<file path="src/rtl/adc_pkg.sv">
// -----------------------------------------------------------------------------
// adc_pkg
//   Shared types and constants for the serial ADC capture front end.
//
//   adc_state_e      : conversion FSM states
//   FRAME_BITS       : SCLK periods per conversion frame
//   LEAD_ZEROS       : zero bits the ADC sends ahead of the result
//   ADC_BITS         : converter resolution
//   sample_div_legal : minimum sample period that fits one complete frame
//                      (lead, 16 SCLK periods, done, quiet time)
// -----------------------------------------------------------------------------
package adc_pkg;

    typedef enum logic [2:0] {
        IDLE,
        LEAD,
        SHIFT,
        DONE,
        QUIET
    } adc_state_e;

    localparam int FRAME_BITS = 16;
    localparam int LEAD_ZEROS = 4;
    localparam int ADC_BITS   = 12;

    // One frame occupies CLK_DIV (lead) + 32*CLK_DIV (shift) + 1 (done)
    // + CLK_DIV (quiet) cycles; the extra margin keeps a tick from landing
    // on the cycle the FSM returns to IDLE.
    function automatic bit sample_div_legal(input int clk_div, input int sample_div);
        return sample_div >= (34 * clk_div + 2);
    endfunction

endpackage

</file>
<file path="src/rtl/adc_spi_rx_tick_gen.sv">
// -----------------------------------------------------------------------------
// tick_gen
//   Free-running sample-rate pacer. Counts 0..DIV-1 and wraps; tick_o is high
//   for exactly the one cycle in which the count equals DIV-1. Kept as its own
//   block so output-side stages (DAC pacing) can reuse the same divider.
//
//   Ports
//     clk    : system clock
//     rst    : asynchronous reset, active low
//     tick_o : one-cycle pulse every DIV clk cycles
// -----------------------------------------------------------------------------
module tick_gen #(
    parameter int DIV = 2268
) (
    input  logic clk,
    input  logic rst,
    output logic tick_o
);

    localparam int          CNT_W    = (DIV > 1) ? $clog2(DIV) : 1;
    localparam logic [CNT_W-1:0] CNT_LAST = CNT_W'(DIV - 1);

    logic [CNT_W-1:0] cnt_q;

    // NOTE: sequential state is always assigned with <= so every register
    // samples the pre-edge values of its neighbours, independent of the order
    // the simulator evaluates processes in.
    always_ff @(posedge clk or negedge rst) begin
        if (!rst) begin
            cnt_q <= '0;
        end else if (cnt_q == CNT_LAST) begin
            cnt_q <= '0;
        end else begin
            cnt_q <= cnt_q + CNT_W'(1);
        end
    end

    assign tick_o = (cnt_q == CNT_LAST);

endmodule

</file>
<file path="src/rtl/adc_spi_rx.sv">
// -----------------------------------------------------------------------------
// adc_spi_rx
//   Capture stage for an AD7476-class serial ADC (16-clock frame, 4 leading
//   zeros, 12-bit result, MSB first). A fixed-rate tick starts one conversion;
//   the frame is deserialised and the top DATA_WIDTH bits of the result are
//   presented with a one-cycle valid strobe.
//
//   Parameters
//     DATA_WIDTH   : output sample width, 1..12 (top bits of the result)
//     CLK_DIV      : SCLK half-period in clk cycles (>= 1)
//     SAMPLE_DIV   : clk cycles per conversion
//     CHECK_PARAMS : 1 = refuse to elaborate when SAMPLE_DIV is too short
//                    to fit a frame; 0 lets a deliberately short period
//                    through (overrun behaviour is then well defined)
//
//   Ports
//     clk       : system clock
//     rst       : asynchronous reset, active low
//     en        : 1 = start conversions on ticks; 0 = ignore new ticks
//     sdata_i   : ADC serial data, launched on SCLK falling edges
//     sclk_o    : SPI clock, idles high
//     cs_n_o    : ADC chip select, active low
//     data_o    : latest sample, unsigned offset binary, held between strobes
//     vld_o     : one-cycle strobe, data_o is new in this cycle
//     overrun_o : sticky, a tick arrived while a frame was still running
// -----------------------------------------------------------------------------
module adc_spi_rx
    import adc_pkg::*;
#(
    parameter int DATA_WIDTH   = 8,
    parameter int CLK_DIV      = 4,
    parameter int SAMPLE_DIV   = 2268,
    parameter bit CHECK_PARAMS = 1'b1
) (
    input  logic                  clk,
    input  logic                  rst,
    input  logic                  en,
    input  logic                  sdata_i,
    output logic                  sclk_o,
    output logic                  cs_n_o,
    output logic [DATA_WIDTH-1:0] data_o,
    output logic                  vld_o,
    output logic                  overrun_o
);

    // -------------------------------------------------------------------------
    // Elaboration-time parameter checks
    // -------------------------------------------------------------------------
    if (DATA_WIDTH < 1 || DATA_WIDTH > ADC_BITS) begin : g_bad_data_width
        $error("adc_spi_rx: DATA_WIDTH must be 1..%0d", ADC_BITS);
    end

    if (CLK_DIV < 1) begin : g_bad_clk_div
        $error("adc_spi_rx: CLK_DIV must be >= 1");
    end

    if (CHECK_PARAMS && !sample_div_legal(CLK_DIV, SAMPLE_DIV)) begin : g_bad_sample_div
        $error("adc_spi_rx: SAMPLE_DIV too small for CLK_DIV");
    end

    // -------------------------------------------------------------------------
    // Sample-rate tick
    // -------------------------------------------------------------------------
    logic tick;

    tick_gen #(
        .DIV (SAMPLE_DIV)
    ) u_tick_gen (
        .clk    (clk),
        .rst    (rst),
        .tick_o (tick)
    );

    // -------------------------------------------------------------------------
    // Frame sequencer
    // -------------------------------------------------------------------------
    localparam int               DIV_W    = (CLK_DIV > 1) ? $clog2(CLK_DIV) : 1;
    localparam logic [DIV_W-1:0] DIV_LAST = DIV_W'(CLK_DIV - 1);
    localparam logic [3:0]       BIT_LAST = 4'(FRAME_BITS - 1);

    adc_state_e          state_q, state_d;
    logic [DIV_W-1:0]    div_q, div_d;     // cycles spent in the current phase
    logic [3:0]          bit_q, bit_d;     // SCLK period index within the frame
    logic                high_q, high_d;   // 1 = in the SCLK high half-period
    // Only the low ADC_BITS of the frame are kept: the leading zeros are
    // shifted in first and fall off the top by the end of the frame.
    logic [ADC_BITS-1:0] shift_q, shift_d;
    logic                div_last;

    assign div_last = (div_q == DIV_LAST);

    // NOTE: every signal written here gets a default at the top of the block,
    // so no path through the case statement can leave one unassigned and
    // infer a latch.
    always_comb begin
        state_d = state_q;
        div_d   = div_q;
        bit_d   = bit_q;
        high_d  = high_q;
        shift_d = shift_q;

        unique case (state_q)
            IDLE: begin
                // Ticks with en low are simply dropped; no pending start.
                if (tick && en) begin
                    state_d = LEAD;
                    div_d   = '0;
                end
            end

            LEAD: begin
                if (div_last) begin
                    state_d = SHIFT;
                    div_d   = '0;
                    bit_d   = '0;
                    high_d  = 1'b0;
                end else begin
                    div_d = div_q + DIV_W'(1);
                end
            end

            SHIFT: begin
                if (!div_last) begin
                    div_d = div_q + DIV_W'(1);
                end else begin
                    div_d = '0;
                    if (!high_q) begin
                        // SCLK rises on this edge: the ADC launched the bit
                        // on the preceding falling edge, so it is settled.
                        high_d  = 1'b1;
                        shift_d = {shift_q[ADC_BITS-2:0], sdata_i};
                    end else if (bit_q == BIT_LAST) begin
                        state_d = DONE;
                    end else begin
                        high_d = 1'b0;
                        bit_d  = bit_q + 4'd1;
                    end
                end
            end

            DONE: begin
                state_d = QUIET;
                div_d   = '0;
            end

            QUIET: begin
                if (div_last) begin
                    state_d = IDLE;
                end else begin
                    div_d = div_q + DIV_W'(1);
                end
            end

            default: begin
                state_d = IDLE;
            end
        endcase
    end

    // -------------------------------------------------------------------------
    // State and output registers. Outputs are decoded from the next state so
    // each pin changes on the same edge as the FSM that drives it.
    // -------------------------------------------------------------------------
    always_ff @(posedge clk or negedge rst) begin
        if (!rst) begin
            state_q   <= IDLE;
            div_q     <= '0;
            bit_q     <= '0;
            high_q    <= 1'b1;
            shift_q   <= '0;
            sclk_o    <= 1'b1;
            cs_n_o    <= 1'b1;
            data_o    <= '0;
            vld_o     <= 1'b0;
            overrun_o <= 1'b0;
        end else begin
            state_q <= state_d;
            div_q   <= div_d;
            bit_q   <= bit_d;
            high_q  <= high_d;
            shift_q <= shift_d;

            cs_n_o <= !(state_d == LEAD || state_d == SHIFT);
            sclk_o <= !(state_d == SHIFT && !high_d);
            vld_o  <= (state_d == DONE);

            if (state_d == DONE) begin
                data_o <= shift_d[ADC_BITS-1 -: DATA_WIDTH];
            end

            // A tick outside IDLE cannot be honoured; the running frame is
            // left alone and the loss is only recorded.
            if (tick && state_q != IDLE) begin
                overrun_o <= 1'b1;
            end
        end
    end

endmodule

</file>
<file path="config.mk">
export PLATFORM = sky130hd
export DESIGN_NAME = adc_spi_rx
export DESIGN_NICKNAME = d
export VERILOG_FILES = /design/src/rtl/adc_pkg.sv /design/src/rtl/adc_spi_rx_tick_gen.sv /design/src/rtl/adc_spi_rx.sv
export SDC_FILE = /design/constraint.sdc
export NUM_CORES = 1
export LEC_CHECK = 0
export ABC_CLOCK_PERIOD_IN_PS = 4800
export BUFFER_PORTS_ARGS = -buffer_cell sky130_fd_sc_hd__buf_4
export CORE_ASPECT_RATIO = 1.75
export CORE_UTILIZATION = 45
export DETAILED_ROUTE_END_ITERATION = 16
export REMOVE_ABC_BUFFERS = 1
export SLEW_MARGIN = 20
export SYNTH_ARGS = -nofsm -noshare
export SYNTH_HDL_FRONTEND = slang
export SYNTH_SLANG_ARGS = --single-unit
</file>
<file path="constraint.sdc">
create_clock -name clk -period 4.8 [get_ports clk]
set_input_delay 0.72 -clock clk [delete_from_list [all_inputs] [get_ports clk]]
set_output_delay 0.72 -clock clk [all_outputs]
set_load 0.02 [all_outputs]
</file>
==> metrics.txt, run 1 <==
Nets 212; DIE HEIGHT 91.74 µm; run status complete, no violations; Slew HR 44.48%; Tot GR Track Use 17.18%; min Tclk post-route 2.124 ns; synth unique cells 40; first-pass GRT wire length 6147 µm; ANT cells 0; vias in the first global route 1370; Slew @ Worst Pin 0.8283 ns; Hold Crit Class in2async; Critical Path End Type flip-flop; Layout Cells excl Fill 257; number of max-cap violations 0; crit path launch type flip-flop; max-slew violations 0; unrepaired setup endpoints after global routing no; Starting DRT DRC Count 35; Core Footprint 4404 µm²; Final period util 44.26%; Area Growth Syn to Fin 12.27%; final wirelength 3668 µm; Pre-antenna DRT Iters 4; Lkg Pwr 1.034 nW; vias 1444; Starting Density 47.02%; top_reg_cell synth dfrtp_1; post-route ant nets 0; Setup CP Type reg2reg; post-CTS setup buffers 0; Max Freq 0.4707 GHz; pin count of the biggest net entering global routing 47; final hold vios 0; Synthesis Warnings 0; Post-Syn Area 2071 µm²; Avg WL per Cell 14.27 µm; post-synthesis sequential area ratio 55.77%; IO Pins 16; Crit Path Max Fanout 20; Worst EP arrival 2.31 ns; root buffer cell clkbuf_8; DRC viols 0; share of cells above drive strength 1 20.87%; GR Overflow Total 0; hold_buf cts 0; Worst-path clk slew 0.08 ns; CTS tree built; post_cts resized 0; placed insts 249; Post-DP Area 2211 µm²; initial antenna violation count 0; Clock H-tree levels 2; row count 32; clock skew 0.01072 ns; Setup TNS 0 ns; maximum vdd drop 0.0002576 V; Die Wd 53.28 µm; RD Place Congestion 0.8091; Die ar. 4888 µm²; Post-synth ARST share 100.0%; WP data required 4.99 ns; most common cell after layout, fill and taps aside dfrtp_1; Num CTS Buffers 5; Avg Cell Area, Syn 10.84 µm²; Finish-stage setup viols 0; post-DP HPWL 2551 µm; most frequent cells in the layout dfrtp_1 (43), nand3_1 (16), buf_4 (16); number of flops mapped to enable cells by yosys 0; synthesized instance count 191; Skew-Pair Late Insertion Delay 0.31 ns; cell area after layout 2325 µm²; clk buf depth 2; drt via density 5.619; PD cells 298.3 nW/µm²; clock sink total 46; IO buf count 15; synthesized flop and latch total 46; # fillers 389
-- where the power goes --
| group | leakage, nW | total (mW) | internal, mW | switching (mW) |
|---|---|---|---|---|
| Combinational | 0.401 | 0.0121 | 0.00374 | 0.00833 |
| Clock | 0.0504 | 0.289 | 0.155 | 0.134 |
| Sequential | 0.582 | 0.392 | 0.390 | 0.00173 |
-- metrics by stage --
step / power [mW] / setup WS (ns) / hold WS (ns) / utilization, %
2_1_floorplan: 0.4018 / 2.876 / 0.4244 / -
3_3_place_gp: 0.4116 / 2.747 / 0.4406 / 50.20
3_5_place_dp: 0.4124 / 2.694 / 0.4502 / 50.20
4_1_cts: 0.7011 / 2.681 / 0.4303 / 52.78
5_1_grt: 0.7191 / 2.561 / 0.4495 / 52.78
6_report: 0.6934 / 2.676 / 0.4082 / 52.78
-- per-layer routing --
metal / vias to the layer above / global-route usage (%) / share of wire, %
li1: 696 / - / -
met1: 709 / 19.93 / 41
met2: 32 / 28.23 / 53
met3: 7 / 4.643 / 3.5
met4: 0 / 7.895 / 2.5
met5: - / 0 / 0
-- cell type report --
type                            count  area (µm²)  share of cell area [%]
Clock buffer                        5       68.82                   2.960
Sequential cell                    46        1155                   49.68
Timing Repair Buffer               16       120.1                   5.167
Multi-Input combinational cell    123       823.3                   35.41
Clock inverter                      3       45.04                   1.938
Tap cell                           51       63.81                   2.745
Inverter                           13       48.80                   2.099
-- worst max-delay path, cell delays in order (launching register included) --
cell	delay, ns
dfrtp_1	0.53
or3b_4	0.45
or3_1	0.63
mux2_2	0.40
-- worst paths after layout --
check	to	slack, ns	cells past startpoint	from
worst min register to register	u_tick_gen.cnt_q[0]	0.46	1	u_tick_gen.cnt_q[0]
worst max register to register	shift_q[11]	2.68	3	state_q[1]
min in group clk	u_tick_gen.cnt_q[0]	0.46	1	u_tick_gen.cnt_q[0]
max in group asynchronous	shift_q[1]	3.99	1	rst
worst max-delay path	shift_q[11]	2.68	3	state_q[1]
worst min-delay path	bit_q[3]	0.41	1	rst
-- Yosys cell counts (2+ instances only) --
master    count  area [µm²]
a21oi_1       3       15.01
buf_2         2       10.01
and3_1        3       18.77
or3_1         2       12.51
xnor2_1       4       35.03
nand2_1      13       48.80
mux2_2       12       135.1
nor2b_1       4       25.02
dfstp_2       3       78.83
xor2_1        4       35.03
nor2_1       12       45.04
nand3b_1      2       15.01
nor3_1        4       20.02
inv_1        13       48.80
nand4_1       5       31.28
mux2i_1       3       30.03
ha_1          3       37.54
nor3b_1       2       15.01
o21ai_0      14       70.07
clkbuf_1      6       22.52
dfrtp_1      43        1076
nand3_1      16       80.08
-- flip-flops by register name (all words and copies together) (netlist names) --
name              count
high_q                1
state_q               3
cs_n_o                1
sclk_o                1
u_tick_gen.cnt_q     12
data_o                8
bit_q                 4
vld_o                 1
shift_q              12
overrun_o             1
div_q                 2
-- kinds of logic (layout without fill, tap and decap cells) --
family	count (synthesis)	after routing	share of synthesized area (%)
adders and majority gates	3	3	1.813
xor gates and xnor gates	8	8	3.383
and+or+nand+nor	69	69	17.95
AOI/OAI and AO/OA	28	28	8.641
buffers and inverters	22	37	4.471
DFF	46	46	55.77
muxes	15	15	7.976
Power figures use the tool's default switching activity.
==> inputs of run 2 (changes only) <==
--- a/config.mk
+++ b/config.mk
@@ -5,7 +5,8 @@
 export SDC_FILE = /design/constraint.sdc
 export NUM_CORES = 1
 export LEC_CHECK = 0
-export ABC_CLOCK_PERIOD_IN_PS = 4800
+export ABC_AREA = 1
+export ABC_CLOCK_PERIOD_IN_PS = 1700
 export BUFFER_PORTS_ARGS = -buffer_cell sky130_fd_sc_hd__buf_4
 export CORE_ASPECT_RATIO = 1.75
 export CORE_UTILIZATION = 45
==> constraint.sdc (replaced) <==
create_clock -name clk -period 1.7 [get_ports clk]
set_input_delay 0.255 -clock clk [delete_from_list [all_inputs] [get_ports clk]]
set_output_delay 0.255 -clock clk [all_outputs]
set_load 0.02 [all_outputs]
==> run 2 against run 1 <==
Effect of this change:
- cell area rose by 5.7%
- wire length rose by 7.0%
- largest power group unchanged
- die area rose by 5.5%
- synthesized cell count rose by 36%
- setup slack got worse by 2.5 ns
- via count rose by 12%
- power rose to 2.6 times the previous value
==> metrics.txt, run 2 <==
min Tclk post-route 1.519 ns (was 2.124 ns); critical path's slowest cell dfrtp_1 (was or3_1); DRC viols 0 (unchanged); worst hold start sdata_i; most common cell in the netlist nand2_1 (was dfrtp_1); Worst EP arrival 1.69 ns (was 2.31 ns); Setup CP Type reg2reg (unchanged); Critical Path End Type flip-flop (unchanged); biggest regs shift_q: 12 flops, u_tick_gen.cnt_q: 12 flops, data_o: 8 flops (unchanged); Min-Delay Endpoint shift_q[0]; drt via density 4.848 (was 5.619); most frequent cells in the layout nand2_1 (63), dfrtp_1 (43), inv_1 (42) (was dfrtp_1 (43), nand3_1 (16), buf_4 (16)); Max Freq 0.6581 GHz (was 0.4707 GHz); final wirelength 3924 µm (was 3668 µm); # fillers 457 (was 389); Post-Syn Area 2187 µm² (was 2071 µm²); hold path depth 3; Lkg Pwr 1.319 nW (was 1.034 nW); GR Overflow Total 0 (unchanged); Crit Path Max Fanout 16 (was 20); vias in the first global route 1599 (was 1370); CP top delay family simple AND/OR/NAND/NOR gates (unchanged); initial antenna violation count 0 (unchanged); Setup TNS 0 ns (unchanged); Hold Crit Class in2reg (was in2async); top-area cell type share of the netlist area 49.20% (was 51.96%); synth unique cells 29 (was 40); Area Growth Syn to Fin 12.30% (was 12.27%); share of cells above drive strength 1 16.25% (was 20.87%); Pint 1.441 mW (was 0.5489 mW); most common cell after layout, fill and taps aside nand2_1 (was dfrtp_1); synthesized flop and latch total 46 (unchanged); R2R setup slack 0.18 ns (was 2.68 ns); Starting DRT DRC Count 13 (was 35); Worst-path clk slew 0.08 ns (about the same); synth cell count leaders nand2_1 (63), dfrtp_1 (43), inv_1 (42), nor2_1 (26), o21ai_1 (14) (was dfrtp_1 (43), nand3_1 (16), o21ai_0 (14), inv_1 (13), nand2_1 (13)); vias 1624 (was 1444); Pre-antenna DRT Iters 4 (unchanged); post-DP HPWL 2882 µm (was 2551 µm); Synthesis Warnings 0 (unchanged); run status complete, no violations (unchanged); ANT cells 0 (unchanged); Sw Ratio 21.24% (was 20.84%); Avg WL per Cell 11.71 µm (was 14.27 µm); Logic pwr share 2.1% (was 1.7%); Clock H-tree levels 2 (unchanged); area leader, netlist dfrtp_1 (unchanged); crit path launch type flip-flop (unchanged); unrepaired setup endpoints after global routing no (unchanged); Buf/Inv on CP 1 (was 0); DIE HEIGHT 94.23 µm (was 91.74 µm); Starting Density 46.88% (was 47.02%); Reg power frac 60.5% (was 56.5%); Final period util 89.38% (was 44.26%); CP Cell Sequence ha_1, nand2_1, nor2_1, nand2_1, nor2_4, inv_2, nand2_1, o21ai_1 (was or3b_4, or3_1, mux2_2); Worst path max stage delay 0.41 ns (was 0.63 ns); top_reg_cell synth dfrtp_1 (unchanged); part of the power in the clock network 37.4% (was 41.7%); Post-synth ARST share 100.0% (unchanged); Core Footprint 4666 µm² (was 4404 µm²); fin util 52.64% (was 52.78%); max-slew violations 0 (unchanged); CP dominant cell by count nand2_1; overall power 1.829 mW (was 0.6934 mW); Num CTS Buffers 5 (unchanged); Slew @ Worst Pin 0.5621 ns (was 0.8283 ns); clk buf depth 2 (unchanged); synthesized instance count 260 (was 191); number of max-cap violations 0 (unchanged); clock skew 0.01224 ns (was 0.01072 ns); maximum vdd drop 0.0006356 V (was 0.0002576 V); post-route ant nets 0 (unchanged); IO buf count 15 (unchanged); post-synthesis sequential area ratio 52.80% (was 55.77%); IO Pins 16 (unchanged); post-CTS setup buffers 0 (unchanged); CTS tree built (unchanged); Avg Cell Area, Syn 8.412 µm² (was 10.84 µm²); reg2reg end data_o[4] (was shift_q[11]); row count 33 (was 32); Nets 289 (was 212); reg2reg path depth 8 (was 3); final hold vios 0 (unchanged); Slew HR 62.53% (was 44.48%); number of flops mapped to enable cells by yosys 0 (unchanged); Switch Pwr 0.3885 mW (was 0.1445 mW); pin count of the biggest net entering global routing 47 (unchanged); root buffer cell clkbuf_8 (unchanged); Die Wd 54.70 µm (was 53.28 µm); RD Place Congestion 0.8250 (was 0.8091); first-pass GRT wire length 6831 µm (was 6147 µm); Critical R2R Launch bit_q[0] (was state_q[1]); Skew-Pair Late Insertion Delay 0.30 ns (was 0.31 ns); Finish-stage setup viols 0 (unchanged); PD cells 744.8 nW/µm² (was 298.3 nW/µm²); clock sink total 46 (unchanged); Tot GR Track Use 18.70% (was 17.18%); Synth area leaders dfrtp_1 (49%), nand2_1 (11%), inv_1 (7.2%), nor2_1 (4.5%), dfstp_2 (3.6%) (was dfrtp_1 (52%), mux2_2 (6.5%), nand3_1 (3.9%), dfstp_2 (3.8%), o21ai_0 (3.4%)); Die ar. 5154 µm² (was 4888 µm²); WP data required 1.87 ns (was 4.99 ns)
## run 2: kinds of logic (layout without fill, tap and decap cells)
kind of cell / count (synthesis) / count (layout) / synth area share, %
flops: 46 / 46 / 52.80
xor+xnor: 7 / 7 / 2.803
simple gates: 119 / 119 / 24.20
buf+inv: 52 / 75 / 9.897
fa+ha+maj: 3 / 3 / 1.716
compound gates: 33 / 33 / 8.582
## run 2: worst max path at each step
stage | from | end | cells after the start
floorplan | div_q[0] | data_o[0] | 7
global placement | div_q[0] | data_o[7] | 7
detailed placement | div_q[0] | data_o[5] | 7
CTS | div_q[0] | data_o[5] | 7
global route | u_tick_gen.cnt_q[0] | u_tick_gen.cnt_q[8] | 8
finish | bit_q[0] | data_o[4] | 8
## run 2: area by class of cell
class / count / area, µm² / share of cell area, %
flip-flops and latches: 46 / 1155 / 47.02
clock buffers: 7 / 86.33 / 3.515
inverters: 49 / 186.4 / 7.590
multi-input cells: 162 / 820.8 / 33.42
repair buffers: 18 / 137.6 / 5.604
well taps: 52 / 65.06 / 2.649
clock inverters: 1 / 5.005 / 0.2038
## run 2: repair_timing
item                                    in CTS  in global routing
gates resized for setup                      0                  1
endpoints found under the hold margin       43                  0
hold buffers                                 1                  0
endpoints found under the setup margin       0                  1
## run 2: routing by layer
metal / GRT usage [%] / vias up / share of wire, %
met2: 30.82 / 23 / 50
met5: 0 / - / 0
met3: 4.531 / 8 / 3.1
met1: 21.09 / 744 / 44
met4: 9.829 / 0 / 2.5
li1: - / 849 / -
## run 2: worst min-delay path: cells and delay by family
kind,cells,cell delay (ns)
buffers and inverters,1,0.08
AND/OR/NAND/NOR,1,0.03
AO/OA/AOI/OAI,1,0.11
## run 2: stage by stage
step	area, µm²	worst slack (ns)	hold slack [ns]	cells
after floorplan	2157	0.2776	-0.04059	257
after global placement	2350	0.2051	0.2981	326
after detailed placement	2350	0.1815	0.2952	326
after CTS	2451	0.1647	0.2161	335
after global routing	2456	0.07284	0.2286	335
final	2456	0.1806	0.2225	335
## run 2: power groups by stage
stage / registers (mW) / clock network [mW] / logic (mW)
3_5_place_dp: 1.13 / 0 / 0.0398
6_report: 1.11 / 0.685 / 0.0387
4_1_cts: 1.11 / 0.711 / 0.0413
5_1_grt: 1.11 / 0.756 / 0.0470
3_3_place_gp: 1.13 / 0 / 0.0393
2_1_floorplan: 1.13 / 0 / 0.0101
==> inputs of run 3 (changes only) <==
--- a/config.mk
+++ b/config.mk
@@ -11,7 +11,6 @@
 export CORE_ASPECT_RATIO = 1.75
 export CORE_UTILIZATION = 45
 export DETAILED_ROUTE_END_ITERATION = 16
-export REMOVE_ABC_BUFFERS = 1
 export SLEW_MARGIN = 20
 export SYNTH_ARGS = -nofsm -noshare
 export SYNTH_HDL_FRONTEND = slang
==> run 3 against run 2 <==
Effect of this change:
- combinational power up 1%
- worst hold slack got worse by 0.017 ns
- largest cell class unchanged
- die area is the same
- sequential share of layout area down 0.40 points
==> metrics.txt, run 3 (synthesized netlist as in run 2, its figures left out) <==
run status complete, no violations (unchanged); Critical Path End Type flip-flop (unchanged); vias 1642 (was 1624); Slew @ Worst Pin 0.5701 ns (was 0.5621 ns); Die Wd 54.70 µm (unchanged); Met3 Routed Length 93 µm (was 120 µm); crit path launch type flip-flop (unchanged); most common cell after layout, fill and taps aside nand2_1 (unchanged); post-route ant nets 0 (unchanged); PD cells 789.6 nW/µm² (was 744.8 nW/µm²); Area Growth Syn to Fin 13.27% (was 12.30%); clock skew 0.006900 ns (was 0.01224 ns); Switch Pwr 0.4029 mW (was 0.3885 mW); Buf/Inv on CP 1 (unchanged); CP dominant cell by count nand2_1 (unchanged); Starting DRT DRC Count 33 (was 13); Slew HR 62.00% (was 62.53%); Crit Path Max Fanout 16 (unchanged); CTS tree built (unchanged); Worst path max stage delay 0.40 ns (was 0.41 ns); Worst EP arrival 1.67 ns (was 1.69 ns); RD Place Congestion 0.7770 (was 0.8250); Avg WL per Cell 11.90 µm (was 11.71 µm); Starting Density 46.88% (unchanged); root buffer cell clkbuf_8 (unchanged); first-pass GRT wire length 6858 µm (was 6831 µm); Crit path depth 8 (unchanged); Skew-Pair Late Insertion Delay 0.29 ns (was 0.30 ns); dpl ws 0.1178 ns (was 0.1815 ns); Num CTS Buffers 5 (unchanged); Clock H-tree levels 2 (unchanged); row count 33 (unchanged); pin count of the biggest net entering global routing 47 (unchanged); number of max-cap violations 0 (unchanged); most frequent cells in the layout nand2_1 (63), dfrtp_1 (43), inv_1 (42) (unchanged); drt via density 4.901 (was 4.848); IO Pins 16 (unchanged); CP Cell Sequence ha_1, nand2_1, nor2_1, nand2_1, nor2_4, inv_2, nand2_1, o21ai_2 (was ha_1, nand2_1, nor2_1, nand2_1, nor2_4, inv_2, nand2_1, o21ai_1); DIE HEIGHT 94.23 µm (unchanged); syn nets 267; max-slew violations 0 (unchanged); Metal-1 WL 1681 µm (was 1733 µm); WP data required 1.88 ns (was 1.87 ns); final hold vios 0 (unchanged); clock sink total 46 (unchanged); Core Footprint 4666 µm² (unchanged); DRC viols 0 (unchanged); unrepaired setup endpoints after global routing no (unchanged); Worst-path clk slew 0.09 ns (was 0.08 ns); hold path depth 3 (unchanged); Setup CP Type reg2reg (unchanged); post-DP HPWL 2898 µm (was 2882 µm); GR Overflow Total 0 (unchanged); share of cells above drive strength 1 16.61% (was 16.25%); clk buf depth 2 (unchanged); fin worst setup slack 0.2148 ns (was 0.1806 ns); Top Layer Used met4 (unchanged); Final period util 87.37% (was 89.38%); # fillers 454 (was 457); Pint 1.553 mW (was 1.441 mW); placed insts 326 (unchanged); Logic pwr share 2.0% (was 2.1%); initial antenna violation count 0 (unchanged); biggest regs shift_q: 12 flops, u_tick_gen.cnt_q: 12 flops, data_o: 8 flops (unchanged); ANT cells 0 (unchanged); min Tclk post-route 1.485 ns (was 1.519 ns); Lkg Pwr 1.330 nW (was 1.319 nW); Pre-antenna DRT Iters 4 (unchanged); Hold Crit Class in2reg (unchanged); Die ar. 5154 µm² (unchanged); vias in the first global route 1625 (was 1599); IO buf count 15 (unchanged); maximum vdd drop 0.0006602 V (was 0.0006356 V); Tot GR Track Use 18.46% (was 18.70%); Fin Hold WS 0.2054 ns (was 0.2225 ns); Nets 289 (unchanged); Layout Cells excl Fill 335 (unchanged); CP top delay family simple AND/OR/NAND/NOR gates (unchanged); final wirelength 3988 µm (was 3924 µm); reg2reg path depth 8 (unchanged); Finish-stage setup viols 0 (unchanged); part of the power in the clock network 41.5% (was 37.4%); critical path's slowest cell dfrtp_1 (unchanged); Reg power frac 56.5% (was 60.5%); met2 WL 2130 µm (was 1972 µm); Max Freq 0.6733 GHz (was 0.6581 GHz); Sw Ratio 20.60% (was 21.24%); Setup TNS 0 ns (unchanged)
run 3: cell count changes in the layout (fill, tap and decap cells not counted), sizes merged:
| cell | change |
|---|---|
| clkbuf | -2 |
| bufinv | +1 |
| inv | +1 |
run 3: timing repair:
item,CTS,global route
endpoints found under the hold margin,43,0
buffers inserted,0,0
hold buffers,1,0
gates resized for setup,0,1
endpoints found under the setup margin,0,5
run 3: worst min-delay path, delay by kind of cell:
kind                   cells  cell delay [ns]
AO/OA/AOI/OAI              1             0.10
buffers and inverters      1             0.08
AND/OR/NAND/NOR            1             0.03
run 3: metrics by stage:
| step | utilization [%] | power (mW) | area (µm²) |
|---|---|---|---|
| 2_1_floorplan | - | 1.137 | 2187 |
| 3_3_place_gp | 50.36 | 1.167 | 2350 |
| 3_5_place_dp | 50.36 | 1.167 | 2350 |
| 4_1_cts | 52.99 | 1.992 | 2472 |
| 5_1_grt | 53.10 | 2.026 | 2477 |
| 6_report | 53.10 | 1.956 | 2477 |
run 3: layout make-up:
type / count / area (µm²) / area share (%)
inverters: 49 / 186.4 / 7.525
well taps: 52 / 65.06 / 2.626
clock buffers: 5 / 68.82 / 2.778
flip-flops and latches: 46 / 1155 / 46.62
repair buffers: 18 / 137.6 / 5.556
multi-input cells: 162 / 820.8 / 33.13
clock inverters: 3 / 43.79 / 1.768
run 3: power by group through the flow:
stage,Clock (mW),Combinational [mW],Sequential (mW)
4_1_cts,0.844,0.0417,1.11
3_3_place_gp,0,0.0394,1.13
3_5_place_dp,0,0.0395,1.13
6_report,0.811,0.0391,1.11
5_1_grt,0.871,0.0479,1.11
2_1_floorplan,0,0.0101,1.13
run 3: path summary, 6_finish.rpt:
check / start / end / slack (ns)
setup / recovery: bit_q[0] / data_o[6] / 0.21
hold / removal: sdata_i / shift_q[0] / 0.21
setup reg to reg: bit_q[0] / data_o[6] / 0.21
hold reg to reg: overrun_o / overrun_o / 0.49
max in group asynchronous: rst / cs_n_o / 0.82
min in group asynchronous: rst / u_tick_gen.cnt_q[4] / 0.49
run 3: layer usage:
layer  vias up  track usage (%)
met5         -                0
met2        23            31.93
met4         0            7.906
met3         6            3.883
li1        847                -
met1       766            20.53
